## src/rtl/sdp_bram_pkg.sv

```systemverilog
// rtl/sdp_bram_pkg.sv - shared types and width helpers for the BRAM stream reader
package sdp_bram_pkg;

  // Bits needed to hold the value 'depth' (Xilinx-style clogb2).
  function automatic int clogb2(input int depth);
    int width;
    width = 0;
    for (int d = depth; d > 0; d = d >> 1) begin
      width = width + 1;
    end
    return width;
  endfunction

  typedef enum logic [1:0] {
    IDLE   = 2'd0,
    READ   = 2'd1,
    DRAIN  = 2'd2,
    FINISH = 2'd3
  } rd_state_e;

  localparam int DEF_NB_COL    = 8;
  localparam int DEF_COL_WIDTH = 8;
  localparam int DEF_RAM_DEPTH = 512;
  localparam int DEF_ADDR_W    = clogb2(DEF_RAM_DEPTH - 1);
  localparam int DEF_DATA_W    = DEF_NB_COL * DEF_COL_WIDTH;

endpackage

```

## src/rtl/stream_sync_fifo.sv

```systemverilog
// rtl/stream_sync_fifo.sv - single-clock first-word fall-through FIFO
module stream_sync_fifo #(
  parameter int DEPTH = 4,
  parameter int WIDTH = 64,
  localparam int PTR_W = (DEPTH > 1) ? $clog2(DEPTH) : 1,
  localparam int CNT_W = $clog2(DEPTH + 1)
) (
  input  logic             clkb,
  input  logic             rstb,
  input  logic             push,
  input  logic [WIDTH-1:0] din,
  input  logic             pop,
  output logic [WIDTH-1:0] dout,
  output logic             empty,
  output logic             full,
  output logic [CNT_W-1:0] count
);

  logic [WIDTH-1:0] mem [DEPTH];
  logic [PTR_W-1:0] wr_ptr;
  logic [PTR_W-1:0] rd_ptr;
  logic             do_push;
  logic             do_pop;

  // Pointers wrap explicitly so non-power-of-2 depths work.
  function automatic logic [PTR_W-1:0] ptr_inc(input logic [PTR_W-1:0] p);
    return (p == PTR_W'(DEPTH - 1)) ? '0 : p + PTR_W'(1);
  endfunction

  assign empty   = (count == '0);
  assign full    = (count == CNT_W'(DEPTH));
  assign dout    = mem[rd_ptr];
  assign do_pop  = pop && !empty;
  assign do_push = push && (!full || do_pop);

  always_ff @(posedge clkb) begin
    if (do_push) begin
      mem[wr_ptr] <= din;
    end
  end

  always_ff @(posedge clkb) begin
    if (rstb) begin
      wr_ptr <= '0;
      rd_ptr <= '0;
      count  <= '0;
    end else begin
      if (do_push) begin
        wr_ptr <= ptr_inc(wr_ptr);
      end
      if (do_pop) begin
        rd_ptr <= ptr_inc(rd_ptr);
      end
      case ({do_push, do_pop})
        2'b10:   count <= count + CNT_W'(1);
        2'b01:   count <= count - CNT_W'(1);
        default: count <= count;
      endcase
    end
  end

endmodule

```

## src/rtl/sdp_bram_stream_reader.sv

```systemverilog
// rtl/sdp_bram_stream_reader.sv - burst read controller: BRAM read port to valid/ready stream
module sdp_bram_stream_reader
  import sdp_bram_pkg::*;
#(
  parameter int NB_COL       = DEF_NB_COL,
  parameter int COL_WIDTH    = DEF_COL_WIDTH,
  parameter int RAM_DEPTH    = DEF_RAM_DEPTH,
  parameter int READ_LATENCY = 2,
  parameter int FIFO_DEPTH   = 4,
  localparam int ADDR_W      = clogb2(RAM_DEPTH - 1),
  localparam int DATA_W      = NB_COL * COL_WIDTH
) (
  input  logic              clkb,
  input  logic              rstb,
  input  logic              cmd_valid,
  output logic              cmd_ready,
  input  logic [ADDR_W-1:0] cmd_addr,
  input  logic [ADDR_W:0]   cmd_len,
  output logic [ADDR_W-1:0] bram_addrb,
  output logic              bram_enb,
  output logic              bram_regceb,
  output logic              bram_rstb,
  input  logic [DATA_W-1:0] bram_doutb,
  output logic              m_valid,
  input  logic              m_ready,
  output logic [DATA_W-1:0] m_data,
  output logic              m_last,
  output logic              done
);

  localparam int LEN_W = ADDR_W + 1;
  localparam int CNT_W = $clog2(FIFO_DEPTH + 1);
  localparam int IFL_W = $clog2(READ_LATENCY + 1);
  localparam logic [LEN_W-1:0]  MAX_LEN   = LEN_W'(RAM_DEPTH);
  localparam logic [ADDR_W-1:0] LAST_ADDR = ADDR_W'(RAM_DEPTH - 1);

  rd_state_e               state;
  logic [ADDR_W-1:0]       issue_addr;
  logic [ADDR_W-1:0]       next_addr;
  logic [LEN_W-1:0]        issue_left;
  logic [LEN_W-1:0]        out_left;
  logic [LEN_W-1:0]        len_clamped;
  logic [READ_LATENCY-1:0] tag_sr;
  logic [IFL_W-1:0]        inflight_count;
  logic [CNT_W-1:0]        fifo_count;
  logic                    fifo_empty;
  logic                    fifo_full;
  logic                    tag_out;
  logic                    issue;
  logic                    handshake;

  assign len_clamped = (cmd_len > MAX_LEN) ? MAX_LEN : cmd_len;
  assign next_addr   = (issue_addr == LAST_ADDR) ? '0 : issue_addr + ADDR_W'(1);

  always_comb begin
    inflight_count = '0;
    for (int i = 0; i < READ_LATENCY; i++) begin
      inflight_count = inflight_count + IFL_W'(tag_sr[i]);
    end
  end

  // Every issued read already owns a FIFO slot, so the FIFO can never overflow.
  assign issue = (state == READ) && (issue_left != '0) &&
                 ((int'(fifo_count) + int'(inflight_count)) < FIFO_DEPTH);

  assign cmd_ready   = (state == IDLE) && !rstb;
  assign bram_enb    = issue;
  assign bram_addrb  = issue_addr;
  assign bram_regceb = 1'b1;
  assign bram_rstb   = rstb;

  assign tag_out   = tag_sr[READ_LATENCY-1];
  assign m_valid   = !fifo_empty;
  assign handshake = m_valid && m_ready;
  assign m_last    = m_valid && (out_left == LEN_W'(1));

  always_ff @(posedge clkb) begin
    if (rstb) begin
      tag_sr <= '0;
    end else begin
      tag_sr <= (tag_sr << 1) | READ_LATENCY'(issue);
    end
  end

  always_ff @(posedge clkb) begin
    if (rstb) begin
      state      <= IDLE;
      done       <= 1'b0;
      issue_addr <= '0;
      issue_left <= '0;
      out_left   <= '0;
    end else begin
      done <= 1'b0;
      if (issue) begin
        issue_addr <= next_addr;
        issue_left <= issue_left - LEN_W'(1);
      end
      if (handshake) begin
        out_left <= out_left - LEN_W'(1);
      end
      case (state)
        IDLE: begin
          if (cmd_valid && cmd_ready) begin
            issue_addr <= cmd_addr;
            issue_left <= len_clamped;
            out_left   <= len_clamped;
            if (len_clamped == '0) begin
              state <= FINISH;
              done  <= 1'b1;
            end else begin
              state <= READ;
            end
          end
        end
        READ: begin
          if (issue && (issue_left == LEN_W'(1))) begin
            state <= DRAIN;
          end
        end
        DRAIN: begin
          if (handshake && (out_left == LEN_W'(1))) begin
            state <= FINISH;
            done  <= 1'b1;
          end
        end
        FINISH: begin
          state <= IDLE;
        end
        default: begin
          state <= IDLE;
        end
      endcase
    end
  end

  always_ff @(posedge clkb) begin
    if (!rstb) begin
      assert (!(tag_out && fifo_full && !handshake));
    end
  end

  stream_sync_fifo #(
    .DEPTH (FIFO_DEPTH),
    .WIDTH (DATA_W)
  ) u_fifo (
    .clkb  (clkb),
    .rstb  (rstb),
    .push  (tag_out),
    .din   (bram_doutb),
    .pop   (handshake),
    .dout  (m_data),
    .empty (fifo_empty),
    .full  (fifo_full),
    .count (fifo_count)
  );

endmodule

```

## config.mk

```make
export PLATFORM = sky130hd
export DESIGN_NAME = sdp_bram_stream_reader
export DESIGN_NICKNAME = d
export VERILOG_FILES = /design/src/rtl/sdp_bram_pkg.sv /design/src/rtl/stream_sync_fifo.sv /design/src/rtl/sdp_bram_stream_reader.sv
export SDC_FILE = /design/constraint.sdc
export NUM_CORES = 1
export LEC_CHECK = 0
export BUFFER_PORTS_ARGS = -buffer_cell sky130_fd_sc_hd__buf_2
export CELL_PAD_IN_SITES_DETAIL_PLACEMENT = 1
export CELL_PAD_IN_SITES_GLOBAL_PLACEMENT = 1
export CORE_MARGIN = 5
export CORE_UTILIZATION = 46
export DETAILED_ROUTE_END_ITERATION = 10
export PLACE_DENSITY = 0.73
export SLEW_MARGIN = 30
export SYNTH_ARGS = -nofsm -noshare
export SYNTH_HDL_FRONTEND = slang
export SYNTH_SLANG_ARGS = --single-unit
```

## constraint.sdc

```tcl
create_clock -name clkb -period 3.8 [get_ports clkb]
set_clock_uncertainty 0.05 [all_clocks]
set_input_delay 0.38 -clock clkb [delete_from_list [all_inputs] [get_ports clkb]]
set_output_delay 0.38 -clock clkb [all_outputs]
set_load 0.02 [all_outputs]
```

==> results_dict.tcl <==
set metrics [dict create \
    yosysUniqueCellTypes 44 \
    overflow 0 \
    synth_top_area_share_pct 66.3 \
    clkLatencyLatePin_ps 530 \
    drtIter0Drc 347 \
    switching_share_pct 25.3 \
    tightest_slew_ps 707 \
    grt_first_pass_wirelength_um 40100 \
    firstDrtPassIters 4 \
    grt_start_max_net_pins 37 \
    ys_ff_latch 299 \
    reg2reg_depth 8 \
    dp_hpwl_um 17000 \
    nNetsFinal 954 \
    via_per_inst 5.32 \
    setup_viol 0 \
    antenna_left 0 \
    pwr-share-comb_pct 15.5 \
    start_util_pct 46.4 \
    dpl-instance-area_sq_mm 0.0129 \
    syn_area_sq_mm 0.0116 \
    seq_area_sq_mm 0.00856 \
    cellLeakagePower_uw 0.00487 \
    synth_seq_area_share_pct 73.8 \
    fillers 2351 \
    pwr-share-seq_pct 48.6 \
    clock-sinks 299 \
    grt_pass1_vias 7163 \
    htreeDepth 1 \
    die_x_um 169 \
    clk_pin_slew_ps 50 \
    netlist_top_cells_area "edfxtp_1 (66%), mux4_2 (12%), dfxtp_1 (7.4%), ha_1 (1.7%), a21oi_1 (1.2%)" \
    cp.arrival_ps 2700 \
    routed_wirelength_um 25500 \
    cts_tree "yes" \
    final_util_pct 57.1 \
    cts_made_buffers 30 \
    worstSetupPathType "flop to output pin" \
    core_area_sq_mm 0.0250 \
    post_drt_wl_per_cell_um 21.2 \
    cp_data_required_time_ps 3370 \
    drive_gt1_share_pct 33.2 \
    period_share_pct 82.5 \
    min_path_type "primary input to flop" \
    synth_area_leader_cell "edfxtp_1" \
    synthTopCellsByCount "edfxtp_1 (256), mux4_2 (64), dfxtp_1 (43)" \
    rows 58 \
    cap_violations 0 \
    intPower_uw 5920 \
    power.switching_uw 2000 \
    end_kind "output pin" \
    antenna_found_initial 2 \
    clock_tree.buffer_depth 3 \
    multiInputGateArea_sq_mm 0.00287 \
    r2r_slack_ps 1050 \
    finalHoldViolations 0 \
    synth_nets 733 \
    vias 6411 \
    critPathLaunchType "flop" \
    timing.fmax_mhz 319 \
    status "complete, no violations" \
    synthToLayoutAreaGrowth_pct 23.0 \
    synthArstFlopShare_pct 0 \
    slew_violations 0 \
    dieArea_sq_mm 0.0285 \
    final_area_sq_mm 0.0143 \
    synth_edf_count 256 \
    portBuffers 165 \
    relSlewSlack_pct 52.8 \
    period_minus_slack_ps 3130 \
    yosys.cell_count.top_type "edfxtp_1" \
    clockPowerShare_pct 35.9 \
    root_buffer "clkbuf_16" \
    drcViolationCount 0 \
    worstHoldPathCells 1 \
    globalRouteTotalUtil_pct 17.9 \
    synth_ff_type "edfxtp_1" \
    rsz0062_at_grt "false" \
    power.density_mw_per_mm2 555 \
    ioPinCount 167 \
    chipHeight_um 169 \
    yosys_warnings 0 \
    finalWeightedCongestion 0.870 \
    setup-tns-final_ps 0 \
    crit_path_max_fanout 13 \
    vdd_drop_max_v 0.000338 \
    syn-instance-count 629 \
    synth.avg_cell_area_sq_um 18.4 \
]
-- critical path: stages, from the launching register on --
cell and delay (ps):
dfxtp_1 340, nor4_1 600, nand3_1 390, nand2_1 430
inv_1 200, buf_2 210
-- cells in the final DEF, fill, tap and decap left out, drive strengths merged, types with 7 or more instances in the layout --
cell,count
xor2,12
mux4,64
clkbuf,43
buf,173
o211ai,7
a21oi,27
dfxtp,43
o21ai,16
ha,16
xnor2,7
inv,17
nor2,31
clkinv,10
nand2,27
nor3,9
nand3,9
nor2b,12
edfxtp,256
dlygate4sd3,43
-- sequential cells by signal (all words and copies together), names as in the netlist, named ones only --
register       flops
u_fifo.mem       256
done               1
issue_left        10
out_left          10
state              2
u_fifo.count       3
u_fifo.wr_ptr      2
bram_addrb         9
u_fifo.rd_ptr      2
tag_sr             2
-- power by group through the flow --
stage | logic (uW) | clock network (uW) | registers [uW]
floorplan | 825 | 0 | 3880
global placement | 1140 | 0 | 3900
detailed placement | 1200 | 0 | 3920
CTS | 1240 | 2900 | 3850
global route | 1350 | 3080 | 3870
finish | 1230 | 2840 | 3850
-- path summary, 6_finish.rpt --
path / startpoint / to
worst max-delay path: issue_left[4] / bram_enb
worst min-delay path: bram_doutb[23] / u_fifo.mem[2][23]
worst max register to register: bram_addrb[0] / bram_addrb[2]
worst min register to register: tag_sr[0] / tag_sr[1]
-- stage by stage --
stage	hold slack (ps)	cells	setup slack, ps	power [uW]
after CTS	0.0686	1198	613	7990
after floorplan	395	629	1190	4700
after global placement	402	1100	1250	5040
final	23.2	1205	665	7920
after global routing	0.156	1204	326	8290
after detailed placement	412	1105	1050	5120
-- metal layers --
| metal | up-vias | wire length [um] | global-route usage [%] |
|---|---|---|---|
| met3 | 33 | 1400 | 3.11 |
| met2 | 183 | 13500 | 32.8 |
| met5 | - | 23 | 0 |
| li1 | 2945 | - | - |
| met1 | 3246 | 10200 | 22.4 |
| met4 | 4 | 352 | 3.95 |
-- cell type report --
type                       count  share of cell area, %
clock buffer                  43                   5.76
multi-input combinational    286                   20.1
tap                          330                   2.90
clock inverter                13                  0.957
sequential                   299                   60.0
timing repair buffer         216                   9.76
inverter                      17                  0.448
antenna                        1                 0.0176
-- cell families after synthesis --
group	synth area share, %
AOI/OAI and AO/OA	3.67
xor gates and xnor gates	1.44
adders and majority gates	1.90
buffers and inverters	1.56
DFF	73.8
muxes	12.4
other	0.0324
and+or+nand+nor	5.18
-- repair_timing --
item | 4_1_cts | 5_1_grt
endpoints found under the setup margin | 0 | 0
hold endpoints to repair | 132 | 16
setup buffers | 0 | 0
resized for setup | 0 | 0
hold buffers | 37 | 6
(Power assumes the default switching activity.)
